--- config.mk ---
export PLATFORM = sky130hd
export DESIGN_NAME = io_ccff_cfg_loader
export DESIGN_NICKNAME = d
export VERILOG_FILES = /design/src/rtl/io_cfg_pkg.sv /design/src/rtl/io_cfg_word_serializer.sv /design/src/rtl/io_ccff_cfg_loader.sv
export SDC_FILE = /design/constraint.sdc
export NUM_CORES = 1
export LEC_CHECK = 0
export CORE_AREA = 2 2 67 50
export DETAILED_ROUTE_END_ITERATION = 10
export DIE_AREA = 0 0 69 52
export GPL_TIMING_DRIVEN = 0
export PLACE_DENSITY = 0.8
export RECOVER_POWER = 50
export SKIP_LAST_GASP = 1
export SYNTH_ARGS = -nofsm -noshare
export SYNTH_HDL_FRONTEND = slang
export SYNTH_HIERARCHICAL = 1
export SYNTH_SLANG_ARGS = --single-unit
--- constraint.sdc ---
create_clock -name prog_clk -period 2.43 [get_ports prog_clk]
set_input_delay 0.486 -clock prog_clk [delete_from_list [all_inputs] [get_ports prog_clk]]
set_output_delay 0.486 -clock prog_clk [all_outputs]
set_load 0.02 [all_outputs]
--- src/rtl/io_cfg_pkg.sv ---
// Shared types and size helpers for the IO configuration-chain loader.
package io_cfg_pkg;

  typedef enum logic [2:0] {
    ST_IDLE,
    ST_FLUSH,
    ST_MARK,
    ST_DATA,
    ST_FIN
  } state_t;

  // Words needed to cover the whole chain
  function automatic int calc_nw(input int chain_len, input int word_w);
    return (chain_len + word_w - 1) / word_w;
  endfunction

  function automatic int calc_cw(input int chain_len);
    return $clog2(chain_len + 1);
  endfunction

  // Bits of the final word that actually land in the chain
  function automatic int calc_last_bits(input int chain_len, input int word_w);
    return ((chain_len - 1) % word_w) + 1;
  endfunction

endpackage

--- src/rtl/io_cfg_word_serializer.sv ---
// One-word buffer that accepts configuration words and presents them LSB-first.
module io_cfg_word_serializer
  import io_cfg_pkg::*;
#(
  parameter int CHAIN_LEN = 32,
  parameter int WORD_W    = 8
) (
  input  logic              prog_clk,
  input  logic              prog_reset_n,
  input  logic              i_clr,
  input  logic              i_active,
  input  logic [WORD_W-1:0] i_word,
  input  logic              i_valid,
  output logic              o_ready,
  output logic              o_shift,
  output logic              o_head
);

  localparam int NW        = calc_nw(CHAIN_LEN, WORD_W);
  localparam int LAST_BITS = calc_last_bits(CHAIN_LEN, WORD_W);
  localparam int BCW       = $clog2(WORD_W + 1);
  localparam int NCW       = $clog2(NW + 1);

  logic [WORD_W-1:0] r_buf;
  logic [BCW-1:0]    r_bits;
  logic [NCW-1:0]    r_words;

  logic w_empty;
  logic w_take;

  assign w_empty = (r_bits == '0);
  assign o_ready = i_active & w_empty & (r_words < NCW'(NW));
  assign w_take  = o_ready & i_valid;
  assign o_shift = i_active & ~w_empty;
  assign o_head  = r_buf[0];

  // A load and a shift never coincide: loading needs an empty buffer
  always_ff @(posedge prog_clk or negedge prog_reset_n) begin
    if (!prog_reset_n) begin
      r_buf   <= '0;
      r_bits  <= '0;
      r_words <= '0;
    end else if (i_clr) begin
      r_buf   <= '0;
      r_bits  <= '0;
      r_words <= '0;
    end else if (w_take) begin
      r_buf   <= i_word;
      r_bits  <= (r_words == NCW'(NW - 1)) ? BCW'(LAST_BITS) : BCW'(WORD_W);
      r_words <= r_words + NCW'(1);
    end else if (o_shift) begin
      r_buf   <= r_buf >> 1;
      r_bits  <= r_bits - BCW'(1);
    end
  end

endmodule

--- src/rtl/io_ccff_cfg_loader.sv ---
// Loads the IO-tile configuration flip-flop chain: flush, marker, data, with
// a marker-based chain length/connectivity self-check.
module io_ccff_cfg_loader
  import io_cfg_pkg::*;
#(
  parameter int CHAIN_LEN = 32,
  parameter int WORD_W    = 8
) (
  input  logic              prog_clk,
  input  logic              prog_reset_n,
  input  logic              cfg_start,
  input  logic [WORD_W-1:0] cfg_word,
  input  logic              cfg_valid,
  output logic              cfg_ready,
  output logic              ccff_head,
  output logic              ccff_en,
  input  logic              ccff_tail,
  output logic              busy,
  output logic              done,
  output logic              err
);

  localparam int              CW       = calc_cw(CHAIN_LEN);
  localparam logic [CW-1:0]   LAST_CNT = CW'(CHAIN_LEN - 1);

  state_t        r_state;
  logic [CW-1:0] r_cnt;
  logic          r_busy;
  logic          r_done;
  logic          r_err;

  logic w_active;
  logic w_clr;
  logic w_shift;
  logic w_ser_head;

  assign w_active = (r_state == ST_DATA);
  assign w_clr    = (r_state == ST_IDLE);

  io_cfg_word_serializer #(
    .CHAIN_LEN (CHAIN_LEN),
    .WORD_W    (WORD_W)
  ) u_ser (
    .prog_clk     (prog_clk),
    .prog_reset_n (prog_reset_n),
    .i_clr        (w_clr),
    .i_active     (w_active),
    .i_word       (cfg_word),
    .i_valid      (cfg_valid),
    .o_ready      (cfg_ready),
    .o_shift      (w_shift),
    .o_head       (w_ser_head)
  );

  // Chain drive is decoded from registered state only
  always_comb begin
    ccff_en   = 1'b0;
    ccff_head = 1'b0;
    case (r_state)
      ST_FLUSH: ccff_en = 1'b1;
      ST_MARK: begin
        ccff_en   = 1'b1;
        ccff_head = 1'b1;
      end
      ST_DATA: begin
        ccff_en   = w_shift;
        ccff_head = w_shift & w_ser_head;
      end
      default: begin
        ccff_en   = 1'b0;
        ccff_head = 1'b0;
      end
    endcase
  end

  // r_cnt counts flush cycles, then data shifts; on data shift N (N = r_cnt+1)
  // the marker must reach the tail exactly when N == CHAIN_LEN.
  always_ff @(posedge prog_clk or negedge prog_reset_n) begin
    if (!prog_reset_n) begin
      r_state <= ST_IDLE;
      r_cnt   <= '0;
      r_busy  <= 1'b0;
      r_done  <= 1'b0;
      r_err   <= 1'b0;
    end else begin
      case (r_state)
        ST_IDLE: begin
          if (cfg_start) begin
            r_state <= ST_FLUSH;
            r_cnt   <= '0;
            r_err   <= 1'b0;
            r_busy  <= 1'b1;
          end
        end
        ST_FLUSH: begin
          if (r_cnt == LAST_CNT) begin
            r_state <= ST_MARK;
            r_cnt   <= '0;
          end else begin
            r_cnt <= r_cnt + CW'(1);
          end
        end
        ST_MARK: r_state <= ST_DATA;
        ST_DATA: begin
          if (w_shift) begin
            if (ccff_tail != (r_cnt == LAST_CNT)) r_err <= 1'b1;
            if (r_cnt == LAST_CNT) begin
              r_state <= ST_FIN;
              r_done  <= 1'b1;
              r_cnt   <= '0;
            end else begin
              r_cnt <= r_cnt + CW'(1);
            end
          end
        end
        ST_FIN: begin
          r_state <= ST_IDLE;
          r_done  <= 1'b0;
          r_busy  <= 1'b0;
        end
        default: r_state <= ST_IDLE;
      endcase
    end
  end

  assign busy = r_busy;
  assign done = r_done;
  assign err  = r_err;

endmodule

==> results.sh <==
export IMPL_run_status="complete, no violations"
export IMPL_clock_sinks=27
export IMPL_hold_viol=0
export IMPL_synth_edf_count=0
export IMPL_ys_flop_type="dfrtp_1"
export IMPL_timing_slew_headroom_pct=2.277
export IMPL_critPathKind="flop to output pin"
export IMPL_nets=204
export IMPL_max_slew_worst_pin_slew_ns=1.466
export IMPL_leakagePower_uw=0.0007606
export IMPL_cts_buffers=3
export IMPL_clock_fmax_mhz=418.1
export IMPL_die_h_um=52
export IMPL_ant_nets=0
export IMPL_cts_tree="built"
export IMPL_clock_latency_ns=0.27
export IMPL_detailed_place_hpwl_um=2668
export IMPL_root_buffer="clkbuf_8"
export IMPL_grt_pass1_vias=1378
export IMPL_syn_inst=163
export IMPL_yosysMostFrequentCell="dfrtp_1"
export IMPL_avgSynthCellArea_um2=9.326
export IMPL_p_total_uw=2094
export IMPL_irDropWorstVdd_mv=0.5760
export IMPL_drc=0
export IMPL_synth_top_area_cell="dfrtp_1"
export IMPL_grt_overflow_total=0
export IMPL_synthTopCellsByCount="27 x dfrtp_1, 16 x nand3_1, 13 x nor3_1, 13 x o21ai_0, 12 x a21oi_1"
export IMPL_rsz0062_at_grt="true"
export IMPL_area_delta_synth_final_pct=18.77
export IMPL_core_area_um2=2978
export IMPL_gp_congestion=0.8686
export IMPL_cp_max_fo=10
export IMPL_fin_crit_ns=2.392
export IMPL_period_share_pct=98.42
export IMPL_cts_max_level=1
export IMPL_gr_usage_all_layers_pct=22.36
export IMPL_synth_fp_nets=180
export IMPL_nFillCells=273
export IMPL_clock_path_buffers=2
export IMPL_via_per_inst=6.214
export IMPL_ios=19
export IMPL_drt_iter0_markers=69
export IMPL_yosysWarnings=6
export IMPL_yosysSeqAreaShare_pct=44.44
export IMPL_slew_violations=0
export IMPL_place_inst=219
export IMPL_worstPathArrival_ns=1.91
export IMPL_grt_max_degree=28
export IMPL_die_w_um=69
export IMPL_power_density_nw_per_um2=1160
export IMPL_setup_violations=0
export IMPL_multi_input_area_um2=762.0
export IMPL_ys_top_cells_by_area="dfrtp_1 44%, nand3_1 5.3%, a311oi_1 4.6%"
export IMPL_synth_seq_cells=27
export IMPL_synth_cell_types=42
export IMPL_post_drt_wl_per_cell_um=16.33
export IMPL_netlist_area_um2=1520
export IMPL_setup_ws_ns=0.03844
export IMPL_skew_ns=0.005259
export IMPL_finalSetupTns_ns=0
export IMPL_hold_path_class="input pin to async pin"
export IMPL_grt_antenna_before_repair=0
export IMPL_start_kind="flop"
export IMPL_dieArea_um2=3588
export IMPL_finalNonFillerCells=224
export IMPL_grt_pass1_wl_um=6368
export IMPL_wl_um=3659
export IMPL_drv_cap=0
export IMPL_antenna_cells=0
export IMPL_vias=1392
export IMPL_fp_row_count=17
export IMPL_synthArstFlopShare_pct=100.0
export IMPL_path_clk_slew_ns=0.09
export IMPL_io_buffers=18
export IMPL_cp_data_required_time_ns=1.94
export IMPL_initial_core_util_pct=51.05
export IMPL_drt_first_pass_iters=4
export IMPL_drive_gt1_share_pct=13.98
export IMPL_crit_path_end_kind="output pin"
export IMPL_hold_ws_ns=0.5376
export IMPL_seqCellArea_um2=675.6
export IMPL_cts_hold_buf=0
export IMPL_synth_top_area_share_pct=44.44
export IMPL_dp_slack_ns=-0.4574
[layout by cell type, fill, tap and decap left out, types with 4 or more instances in the layout]
| cell | n |
|---|---|
| a311oi_1 | 8 |
| nor2_1 | 5 |
| o21ai_0 | 13 |
| buf_4 | 4 |
| clkdlybuf4s50_1 | 13 |
| nand3_1 | 16 |
| ha_1 | 4 |
| a21oi_1 | 12 |
| dfrtp_1 | 27 |
| inv_1 | 6 |
| buf_2 | 5 |
| clkbuf_1 | 5 |
| nand2_1 | 8 |
| nor3_1 | 13 |
[power breakdown]
part	switching [uW]	total, uW	internal [uW]
Clock	136	254	117
Combinational	624	1080	456
Sequential	135	760	625
Total	896	2090	1200
[layer usage]
metal,global-route usage [%],wire length [um],part of all wire (%),vias to the layer above
met2,38.14,1798,49,50
met4,6.536,42,1.1,0
met1,28.94,1624,44,674
met5,0,0,0,-
li1,-,-,-,662
met3,5.039,194,5.3,6
[area by class of cell]
cell class | instances | share of cell area (%)
Clock buffer | 4 | 2.495
Multi-Input combinational cell | 117 | 42.20
Sequential cell | 27 | 37.42
Inverter | 7 | 1.455
Timing Repair Buffer | 20 | 9.633
Buffer | 11 | 4.158
Tap cell | 38 | 2.633
[registers in the layout, indices dropped and copies added (netlist names)]
name	flops
r_cnt	6
busy	1
u_ser/r_words	3
u_ser/r_buf	8
done	1
r_state	3
u_ser/r_bits	4
err	1
[worst max-delay path: stages, from the launching register on]
cell and delay [ns]:
dfrtp_1 0.39, buf_6 0.14, nor2b_4 0.19, and2_4 0.21, inv_1 0.08, nor2_4 0.13, nor2b_1 0.08, a211oi_1 0.21
buf_2 0.19
[cells by family after synthesis]
kind of cell	after synthesis	share of synthesized area, %
AND/OR/NAND/NOR	65	23.62
flip-flops	27	44.44
AO/OA/AOI/OAI	48	21.89
buffers and inverters	19	6.749
adder cells (fa/ha/maj)	4	3.292
[timing repair]
item,4_1_cts,5_1_grt
setup buffers,2,0
setup endpoints to repair,9,7
resized for setup,18,6
pin swaps,1,0
[stage by stage]
step,instance area (um2),utilization (%)
after floorplan,1520,-
after global placement,1748,58.70
after detailed placement,1748,58.70
after CTS,1808,60.71
after global routing,1805,60.63
final,1805,60.63
[path summary, 6_finish.rpt]
path | from | to | slack (ns) | cells after the start
max in group asynchronous | prog_reset_n | r_cnt[4] | 1.03 | 1
worst min register to register | r_cnt[5] | r_cnt[5] | 0.54 | 2
worst min-delay path | prog_reset_n | u_ser/r_buf[5] | 0.54 | 1
worst max register to register | u_ser/r_bits[1] | r_cnt[4] | 0.15 | 9
worst max-delay path | r_state[2] | ccff_en | 0.04 | 8
min in group prog_clk | r_cnt[5] | r_cnt[5] | 0.54 | 2
No activity file was read; power rests on OpenSTA's default activity.
